**config.mk**
```make
export PLATFORM = sky130hd
export DESIGN_NAME = uart_tx
export DESIGN_NICKNAME = d
export VERILOG_FILES = /design/src/rtl/uart_pkg.sv /design/src/rtl/uart_tx_fifo.sv /design/src/rtl/uart_tx.sv
export SDC_FILE = /design/constraint.sdc
export NUM_CORES = 1
export LEC_CHECK = 0
export ABC_AREA = 0
export CORE_ASPECT_RATIO = 1.2
export CORE_MARGIN = 4
export CORE_UTILIZATION = 55
export CTS_CLUSTER_DIAMETER = 50
export DETAILED_ROUTE_END_ITERATION = 12
export DONT_BUFFER_PORTS = 1
export PLACE_DENSITY = 0.7
export RECOVER_POWER = 25
export SETUP_SLACK_MARGIN = 0.2
export SYNTH_ARGS = -nofsm -noshare
export SYNTH_HDL_FRONTEND = slang
export SYNTH_SLANG_ARGS = --single-unit
```
**constraint.sdc**
```tcl
create_clock -name clk -period 4.5 [get_ports clk]
set_clock_uncertainty 0.1 [all_clocks]
set_input_delay 0.675 -clock clk [delete_from_list [all_inputs] [get_ports clk]]
set_output_delay 0.675 -clock clk [all_outputs]
set_load 0.05 [all_outputs]
```
**src/rtl/uart_pkg.sv**
```systemverilog
// Shared UART definitions: transmitter FSM state encoding, MMIO address of the
// UART data register and the default baud divisor (100 MHz / 115200).
package uart_pkg;

  localparam logic [2:0] ST_IDLE   = 3'd0;
  localparam logic [2:0] ST_START  = 3'd1;
  localparam logic [2:0] ST_DATA   = 3'd2;
  localparam logic [2:0] ST_PARITY = 3'd3;
  localparam logic [2:0] ST_STOP   = 3'd4;

  typedef enum logic [2:0] {
    IDLE   = ST_IDLE,
    START  = ST_START,
    DATA   = ST_DATA,
    PARITY = ST_PARITY,
    STOP   = ST_STOP
  } tx_state_e;

  localparam logic [31:0] UART_TX_ADDR         = 32'h1000_0000;
  localparam int          DEFAULT_CLKS_PER_BIT = 868;

endpackage

```
**src/rtl/uart_tx_fifo.sv**
```systemverilog
// Byte-wide synchronous FIFO that absorbs single-cycle CPU stores ahead of the
// serialiser. Pointers wrap modulo DEPTH; occupancy is tracked in its own counter.
module uart_tx_fifo
  import uart_pkg::*;
#(
  parameter  int DEPTH = 16,
  localparam int AW    = $clog2(DEPTH)
) (
  input  logic        clk,
  input  logic        rst_n,
  input  logic        push,
  input  logic [7:0]  push_data,
  input  logic        pop,
  output logic [7:0]  pop_data,
  output logic        full,
  output logic        empty,
  output logic [AW:0] level
);

  logic [7:0]    mem_q [DEPTH];
  logic [AW-1:0] head_q, head_d;
  logic [AW-1:0] tail_q, tail_d;
  logic [AW:0]   level_q, level_d;
  logic          do_push, do_pop;

  assign full     = (level_q == (AW+1)'(DEPTH));
  assign empty    = (level_q == '0);
  assign level    = level_q;
  assign pop_data = mem_q[head_q];

  // Full is judged on registered occupancy, so a same-cycle pop never frees room for a push.
  always_comb begin
    do_push = push && !full;
    do_pop  = pop && !empty;
    head_d  = head_q;
    tail_d  = tail_q;
    level_d = level_q;
    if (do_push) tail_d = tail_q + 1'b1;
    if (do_pop)  head_d = head_q + 1'b1;
    case ({do_push, do_pop})
      2'b10:   level_d = level_q + 1'b1;
      2'b01:   level_d = level_q - 1'b1;
      default: level_d = level_q;
    endcase
  end

  always_ff @(posedge clk or negedge rst_n) begin
    if (!rst_n) begin
      head_q  <= '0;
      tail_q  <= '0;
      level_q <= '0;
    end else begin
      head_q  <= head_d;
      tail_q  <= tail_d;
      level_q <= level_d;
    end
  end

  always_ff @(posedge clk) begin
    if (do_push) mem_q[tail_q] <= push_data;
  end

endmodule

```
**src/rtl/uart_tx.sv**
```systemverilog
// FIFO-buffered UART transmitter fed by the CPU's UART store strobe; 8N1, LSB first.
// Define UART_TX_PARITY_EN to add an even-parity bit (8E1 frames).
module uart_tx
  import uart_pkg::*;
#(
  parameter  int CLKS_PER_BIT = DEFAULT_CLKS_PER_BIT,
  parameter  int FIFO_DEPTH   = 16,
  localparam int FIFO_AW      = $clog2(FIFO_DEPTH)
) (
  input  logic             clk,
  input  logic             rst_n,
  input  logic             wr_en,
  input  logic [31:0]      wr_data,
  output logic             tx,
  output logic             tx_busy,
  output logic             fifo_full,
  output logic             fifo_empty,
  output logic [FIFO_AW:0] fifo_level,
  output logic [15:0]      drop_cnt
);

  localparam int               CNT_W   = (CLKS_PER_BIT > 1) ? $clog2(CLKS_PER_BIT) : 1;
  localparam logic [CNT_W-1:0] CNT_MAX = CNT_W'(CLKS_PER_BIT - 1);

  tx_state_e        state_q, state_d;
  logic [CNT_W-1:0] cnt_q, cnt_d;
  logic [7:0]       shift_q, shift_d;
  logic [2:0]       bit_idx_q, bit_idx_d;
  logic             tx_q, tx_d;
  logic             busy_q, busy_d;
  logic [15:0]      drop_q, drop_d;
`ifdef UART_TX_PARITY_EN
  logic             parity_q, parity_d;
`endif
  logic             bit_end;
  logic             load_next;
  logic             fifo_pop;
  logic [7:0]       fifo_rdata;
  logic             unused_wr_bits;

  assign unused_wr_bits = ^wr_data[31:8];

  uart_tx_fifo #(
    .DEPTH(FIFO_DEPTH)
  ) u_fifo (
    .clk      (clk),
    .rst_n    (rst_n),
    .push     (wr_en),
    .push_data(wr_data[7:0]),
    .pop      (fifo_pop),
    .pop_data (fifo_rdata),
    .full     (fifo_full),
    .empty    (fifo_empty),
    .level    (fifo_level)
  );

  assign bit_end  = (cnt_q == CNT_MAX);
  assign tx       = tx_q;
  assign tx_busy  = busy_q;
  assign drop_cnt = drop_q;

  // Outputs are computed one cycle ahead so tx/tx_busy come straight from flops.
  always_comb begin
    state_d   = state_q;
    cnt_d     = cnt_q;
    shift_d   = shift_q;
    bit_idx_d = bit_idx_q;
    tx_d      = tx_q;
    busy_d    = busy_q;
    drop_d    = drop_q;
    fifo_pop  = 1'b0;
    load_next = 1'b0;
`ifdef UART_TX_PARITY_EN
    parity_d  = parity_q;
`endif
    if (state_q != IDLE) cnt_d = bit_end ? '0 : cnt_q + 1'b1;

    case (state_q)
      IDLE: load_next = !fifo_empty;
      START: begin
        if (bit_end) begin
          state_d   = DATA;
          bit_idx_d = 3'd0;
          tx_d      = shift_q[0];
        end
      end
      DATA: begin
        if (bit_end) begin
          shift_d = {1'b0, shift_q[7:1]};
          if (bit_idx_q == 3'd7) begin
`ifdef UART_TX_PARITY_EN
            state_d = PARITY;
            tx_d    = parity_q;
`else
            state_d = STOP;
            tx_d    = 1'b1;
`endif
          end else begin
            bit_idx_d = bit_idx_q + 3'd1;
            tx_d      = shift_q[1];
          end
        end
      end
`ifdef UART_TX_PARITY_EN
      PARITY: begin
        if (bit_end) begin
          state_d = STOP;
          tx_d    = 1'b1;
        end
      end
`endif
      STOP: begin
        if (bit_end) begin
          if (!fifo_empty) begin
            load_next = 1'b1;
          end else begin
            state_d = IDLE;
            busy_d  = 1'b0;
          end
        end
      end
      default: begin
        state_d = IDLE;
        tx_d    = 1'b1;
        busy_d  = 1'b0;
      end
    endcase

    // Leaving STOP with data waiting chains straight into the next start bit.
    if (load_next) begin
      fifo_pop = 1'b1;
      shift_d  = fifo_rdata;
      state_d  = START;
      cnt_d    = '0;
      tx_d     = 1'b0;
      busy_d   = 1'b1;
`ifdef UART_TX_PARITY_EN
      parity_d = ^fifo_rdata;
`endif
    end

    if (wr_en && fifo_full && (drop_q != 16'hFFFF)) drop_d = drop_q + 16'd1;
  end

  always_ff @(posedge clk or negedge rst_n) begin
    if (!rst_n) begin
      state_q   <= IDLE;
      cnt_q     <= '0;
      shift_q   <= '0;
      bit_idx_q <= '0;
      tx_q      <= 1'b1;
      busy_q    <= 1'b0;
      drop_q    <= '0;
`ifdef UART_TX_PARITY_EN
      parity_q  <= 1'b0;
`endif
    end else begin
      state_q   <= state_d;
      cnt_q     <= cnt_d;
      shift_q   <= shift_d;
      bit_idx_q <= bit_idx_d;
      tx_q      <= tx_d;
      busy_q    <= busy_d;
      drop_q    <= drop_d;
`ifdef UART_TX_PARITY_EN
      parity_q  <= parity_d;
`endif
    end
  end

endmodule

```
==> out/summary.txt <==
Seq/Total Area, Yosys - 0.664
Synth Register Bits - 183
die width - 117 um
LEAKAGE - 3.07 nW
CP cell instances - ha_1, or4b_1, or4_1, a2111oi_4, ha_2, xor2_1, ha_1, inv_1, o21ai_0, a21o_1, a221oi_1, xor2_1
fillers - 1031
gr usage total - 0.195
Yosys cell types - 52
unrepaired setup endpoints after global routing - false
Clock Tree Buf Depth - 2
Final Wtd Congestion - 0.875
die area - 16300 um^2
first-pass GRT wire length - 24000 um
status - completed
Clock Latency Late Sink - 0.43 ns
Initial Utilization - 0.566
Site Rows - 47
P per Cell Area - 514 nW/um^2
area grow syn2layout - 9.60%
Setup Fix Bufs, Post-CTS - 0
Ports - 60
kind of critical path - reg -> reg
combinational share of power - 0.145
vias per cell - 6.01
Slew HR - 0.264
initial antenna violation count - 0
Synth async-reset ratio - 0.301
die height - 139 um
Post-route DRC - 0
Critical Path Max Stage Delay - 0.64 ns
CP max-delay cell - or4_1
via count - 4277
worst ir drop on vdd - 309 uV
# clock sinks - 183
area share of the largest cell type after synthesis - 0.489
synthesized area - 7860 um^2
sw frac - 0.298
Clk network pwr share - 0.322
Finish-stage setup viols - 0
proportion of layout cells with a drive suffix above 1 - 0.163
final core utilization - 0.621
final period utilization - 0.881
setup_tns - 0 ns
maxcap violations - 0
Worst EP required - 4.69 ns
share of power burned in registers - 0.533
TritonCTS clock tree - yes
Switch Pwr - 1.32 mW
Syn Area/Cell - 14.9 um^2
grt ovf - 0
FMAX - 252 MHz
number of routed nets with antenna violations - 0
Ys Warns - 0
final WL - 14500 um
minimum clock period - 3.96 ns
Worst Tran Pin Value - 1.10 ns
Core Area - 13900 um^2
hold crit path type - in -> reg
top cells by area, synth - edfxtp_1 49%, dfrtp_1 17%, mux4_2 5.2%
Final Hold Vio Count - 0
CP startpoint kind - flip-flop
Post-Syn Nets - 577
largest net degree at the start of global routing - 56
CP Max Fanout - 7
Yosys top cell by area - edfxtp_1
CTS Root Cell - clkbuf_16
fin. max-slew vios - 0
internal power - 3.11 mW
# nets final - 576
number of enable flip-flop cells after synthesis - 128
htree depth - 4
Ant. Diodes - 0
First-pass DRT Iterations - 5
most frequent cells in the layout - 128 x edfxtp_1, 53 x dfrtp_1, 40 x nor2_1
Post-synth top flop - edfxtp_1
Wirelength per Cell - 20.4 um
Cells after Synth - 529
port bufs - 0
drt initial violations - 324
Worst EP arrival - 4.15 ns
Final HPWL DP - 9580 um
most common cell after layout, fill and taps aside - edfxtp_1
total CTS buffers - 17
vias in the first global route - 4466
crit end category - flip-flop
CTS clk-pin slew, worst paths - 0.07 ns
[critical path: cells and delay by family, from the launching register on]
kind | cells | cell delay, ns
adder cells (fa/ha/maj) | 3 | 0.85
flip-flops | 1 | 0.41
XOR/XNOR | 2 | 0.19
AND/OR/NAND/NOR | 2 | 1.13
buffers and inverters | 1 | 0.06
AO/OA/AOI/OAI | 4 | 1.07
[kinds of logic after synthesis]
kind of cell / Yosys count / synth area share
AO/OA/AOI/OAI: 71 / 0.0630
XOR/XNOR: 35 / 0.0400
adder cells (fa/ha/maj): 13 / 0.0207
buffers and inverters: 35 / 0.0185
flip-flops: 183 / 0.664
multiplexers: 65 / 0.115
AND/OR/NAND/NOR: 127 / 0.0783
[timing repair]
action,in CTS,in global routing
endpoints found under the setup margin,0,1
resized for setup,0,1
endpoints found under the hold margin,55,0
hold buffers,2,0
[final cells by class]
class	instances	area (um^2)	area share
Clock buffer	21	450	0.0523
Timing Repair Buffer	7	75.1	0.00871
Sequential cell	183	5220	0.606
Inverter	8	30.0	0.00349
Tap cell	171	214	0.0248
Multi-Input combinational cell	311	2510	0.291
Clock inverter	11	114	0.0132
[per-stage QoR]
step / hold slack, ns / area (um^2) / power (mW) / std cells / worst slack [ns]
6_report: 0.233 / 8610 / 4.43 / 712 / 0.537
2_1_floorplan: 0.279 / 7860 / 2.83 / 529 / 0.478
4_1_cts: 0.220 / 8610 / 4.47 / 712 / 0.480
5_1_grt: 0.215 / 8610 / 4.65 / 712 / 0.255
3_3_place_gp: 0.281 / 8010 / 2.99 / 678 / 0.628
3_5_place_dp: 0.281 / 8010 / 3.03 / 678 / 0.520
[power groups by stage]
| stage | registers, mW | logic, mW | clock network (mW) |
|---|---|---|---|
| after floorplan | 2.26 | 0.571 | 0 |
| after global placement | 2.38 | 0.609 | 0 |
| after detailed placement | 2.40 | 0.636 | 0 |
| after CTS | 2.36 | 0.652 | 1.45 |
| after global routing | 2.40 | 0.722 | 1.54 |
| final | 2.36 | 0.642 | 1.43 |
[synthesized netlist by cell type (5+ instances only)]
library cell,number
nand3_1,12
xor2_1,13
nor3_1,10
nor2_1,41
nand2_1,32
edfxtp_1,128
ha_1,13
a22o_1,10
mux4_2,18
mux2_2,24
nand4_1,7
mux2i_1,23
inv_1,8
buf_1,5
dfrtp_1,54
xnor2_1,21
o22ai_1,6
o21ai_0,22
o211ai_1,10
a21oi_1,5
clkbuf_1,18
[per-layer routing]
| layer | track usage | share of wire | vias up | wire [um] |
|---|---|---|---|---|
| met3 | 0.0428 | 0.052 | 16 | 749 |
| met2 | 0.321 | 0.53 | 107 | 7650 |
| met4 | 0.0707 | 0.013 | 0 | 193 |
| met5 | 0 | 0 | - | 0 |
| li1 | - | - | 2003 | - |
| met1 | 0.253 | 0.41 | 2151 | 5910 |
[state kept, by name, summed over array words and instances, names as in the netlist]
name	cells
bit_idx_q	3
cnt_q	10
drop_cnt	16
shift_q	8
state_q	3
tx	1
tx_busy	1
u_fifo.head_q	4
u_fifo.level	5
u_fifo.mem_q	128
u_fifo.tail_q	4
[final timing paths]
kind                         startpoint            endpoint  slack, ns  cells past startpoint
setup / recovery               cnt_q[0]     u_fifo.level[4]       0.54                     12
max in group asynchronous         rst_n                  tx       3.35                      2
min in group asynchronous         rst_n            cnt_q[2]       0.65                      2
setup reg to reg               cnt_q[0]     u_fifo.level[4]       0.54                     12
hold / removal               wr_data[5]  u_fifo.mem_q[2][5]       0.23                      0
hold reg to reg            bit_idx_q[1]        bit_idx_q[1]       0.42                      1
No activity file was read; power rests on OpenSTA's default activity.
==> RTL edit (config.mk and constraints unchanged) <==
Register the output `fifo_level`, cleared by the reset; this adds one clock of latency there. The other outputs are not delayed to match.
--- a/src/rtl/uart_tx.sv
+++ b/src/rtl/uart_tx.sv
@@ -23,2 +23,4 @@
   localparam logic [CNT_W-1:0] CNT_MAX = CNT_W'(CLKS_PER_BIT - 1);
+
+  logic [FIFO_AW:0] fifo_level_d;
 
@@ -53,3 +55,3 @@
     .empty    (fifo_empty),
-    .level    (fifo_level)
+    .level    (fifo_level_d)
   );
@@ -170,2 +172,10 @@
 
+  always_ff @(posedge clk or negedge rst_n) begin
+    if (!rst_n) begin
+      fifo_level <= '0;
+    end else begin
+      fifo_level <= fifo_level_d;
+    end
+  end
+
 endmodule
Function: changed (Yosys sat finds a counterexample within 4 cycles, from zero or initial values and one cycle with rst_n low).
==> RTL edit against the original RTL <==
  * The run now ends with capacitance limit, slew limit left
  * Core utilization decreased by 0.25 points
  * Critical endpoint unchanged
  * Sequential cell count rose by 5
  * Area after synthesis grew 0.76%
  * Via count fell by 1.1%
  * Worst setup slack improved by 0.27 ns
  * Die area grew 0.72%
  * Design area about the same
  * Wire length fell by 1.2%
  * Critical path type unchanged
  * Largest cell class unchanged
  * Power fell by 9.3%
  * Clock power shrank 7%
==> RTL edit: results <==
[placement]
gp_congestion = 0.770
dp.cells = 671
numPortBuffers = 0
dp_hpwl_mm = 9.15
preCtsSetupSlack_ns = 0.905
placed_area_um2 = 8090

[yosys]
ys.flop_type = edfxtp_1
synth_commonest_cells = 128 x edfxtp_1, 59 x dfrtp_1, 39 x nand2_1
ys_warn_count = 0
synth.avg_cell_area_um2 = 15.4
synth_nets = 562
synth_edf_count = 128
async_flop_share = 0.319
ys_seq_area_frac = 0.675
ys_types = 54
yosys-top-cells-area = edfxtp_1 49%, dfrtp_1 19%, mux4_2 8.8%

[clock_network]
numCtsBuffers = 17
cts-root-buf = clkbuf_16
clockBufferDepth = 2
cts_resized = 0
clk_latency_ns = 0.43
path_clk_slew_ns = 0.07
cts-hold-fix-buffers = 1
h-tree-depth = 4
postCtsSetupRepairBufs = 0

[hold_path]
worstHoldPathType = input port to flop

[global_routing]
use_met1 = 0.232
met2_usage = 0.323
grt_pass1_vias = 4328
antenna_found_initial = 0
grt_max_degree = 61
grtUsageTotal = 0.188
grt_pass1_wl_mm = 23.5
grtUsageMet3 = 0.0495

[cells_and_area]
nNetsFinal = 568
antenna_cells = 0
n_fill_cell = 1002
largest-register = u_fifo.mem_q
layout-drive-gt1-share = 0.156
largest_register_ffs = 128

[critical_path]
crit_fanout = 9
max_stage_delay_ns = 0.60
critPathArrivalTime_ns = 3.94
slowest_stage = or4_1

[outcome]
status = complete, but fails checks
violations = capacitance limit, slew limit

[detailed_routing]
routedWlPerCell_um = 20.4
vias = 4230
wirelength_mm = 14.3
drt-initial-drc-count = 304
drt_first_pass_iters = 7

[power]
ir_drop_mv = 0.447
intPower_mw = 2.89
leakagePower_nw = 3.08

[timing]
tightest_slew_ns = 3.06
slew_viol_final = 61

[run]
maxCapViolations = 1
[RTL edit: changes by cell type after synthesis, sizes merged, moves of 8 or more]
cell | unedited run | this run
mux2i | 23 | 10
clkbuf | 18 | 10
mux4 | 18 | 31
mux2 | 24 | 4
o211ai | 10 | 2
a22o | 10 | 1
[RTL edit: worst paths after layout]
path / start / depth (start not counted) / end / slack [ns]
worst max-delay path: cnt_q[0]$_DFFE_PN0P_ / 12 / u_fifo.level[4]$_DFFE_PN0P_ / 0.81
worst min-delay path: wr_data[0] / 0 / u_fifo.mem_q[15][0]$_DFFE_PP_ / 0.24
worst max register to register: cnt_q[0]$_DFFE_PN0P_ / 12 / u_fifo.level[4]$_DFFE_PN0P_ / 0.81
worst min register to register: u_fifo.level[3]$_DFFE_PN0P_ / 0 / fifo_level[3]$_DFF_PN0_ / 0.35
max in group asynchronous: rst_n / 1 / drop_cnt[8]$_DFFE_PN0P_ / 1.42
min in group asynchronous: rst_n / 1 / cnt_q[4]$_DFFE_PN0P_ / 1.16
[RTL edit: logic make-up after synthesis]
kind of cell / after synthesis / synth area share
compound gates: 59 / 0.0524
xor+xnor: 33 / 0.0365
fa+ha+maj: 13 / 0.0205
buf+inv: 34 / 0.0197
flops: 188 / 0.675
mux: 45 / 0.106
simple gates: 142 / 0.0893
[RTL edit: layout make-up]
class / count / area, µm² / share of cell area
clock buffers: 19 / 433 / 0.0502
repair buffers: 8 / 56.3 / 0.00654
multi-input cells: 292 / 2430 / 0.282
flip-flops and latches: 188 / 5350 / 0.621
inverters: 13 / 48.8 / 0.00566
clock inverters: 13 / 90.1 / 0.0105
well taps: 171 / 214 / 0.0248
[RTL edit: routing by layer]
metal  vias up  wire length [µm]
met5         -                 0
met4         0               284
met3        21               615
met2       116              7590
met1      2136              5840
li1       1957                 -
[RTL edit: critical path, delay by kind of cell (launching register included)]
kind / cells / cell delay [ns]
AOI/OAI and AO/OA: 4 / 0.99
xor gates and xnor gates: 2 / 0.27
adders and majority gates: 3 / 0.80
buffers and inverters: 1 / 0.07
DFF: 1 / 0.41
and+or+nand+nor: 2 / 0.97
[RTL edit: power groups by stage]
stage	clock network, mW	registers [mW]	logic, mW
floorplan	0	2.26	0.326
global placement	0	2.32	0.362
detailed placement	0	2.33	0.383
CTS	1.37	2.30	0.397
global route	1.45	2.32	0.435
finish	1.33	2.30	0.390
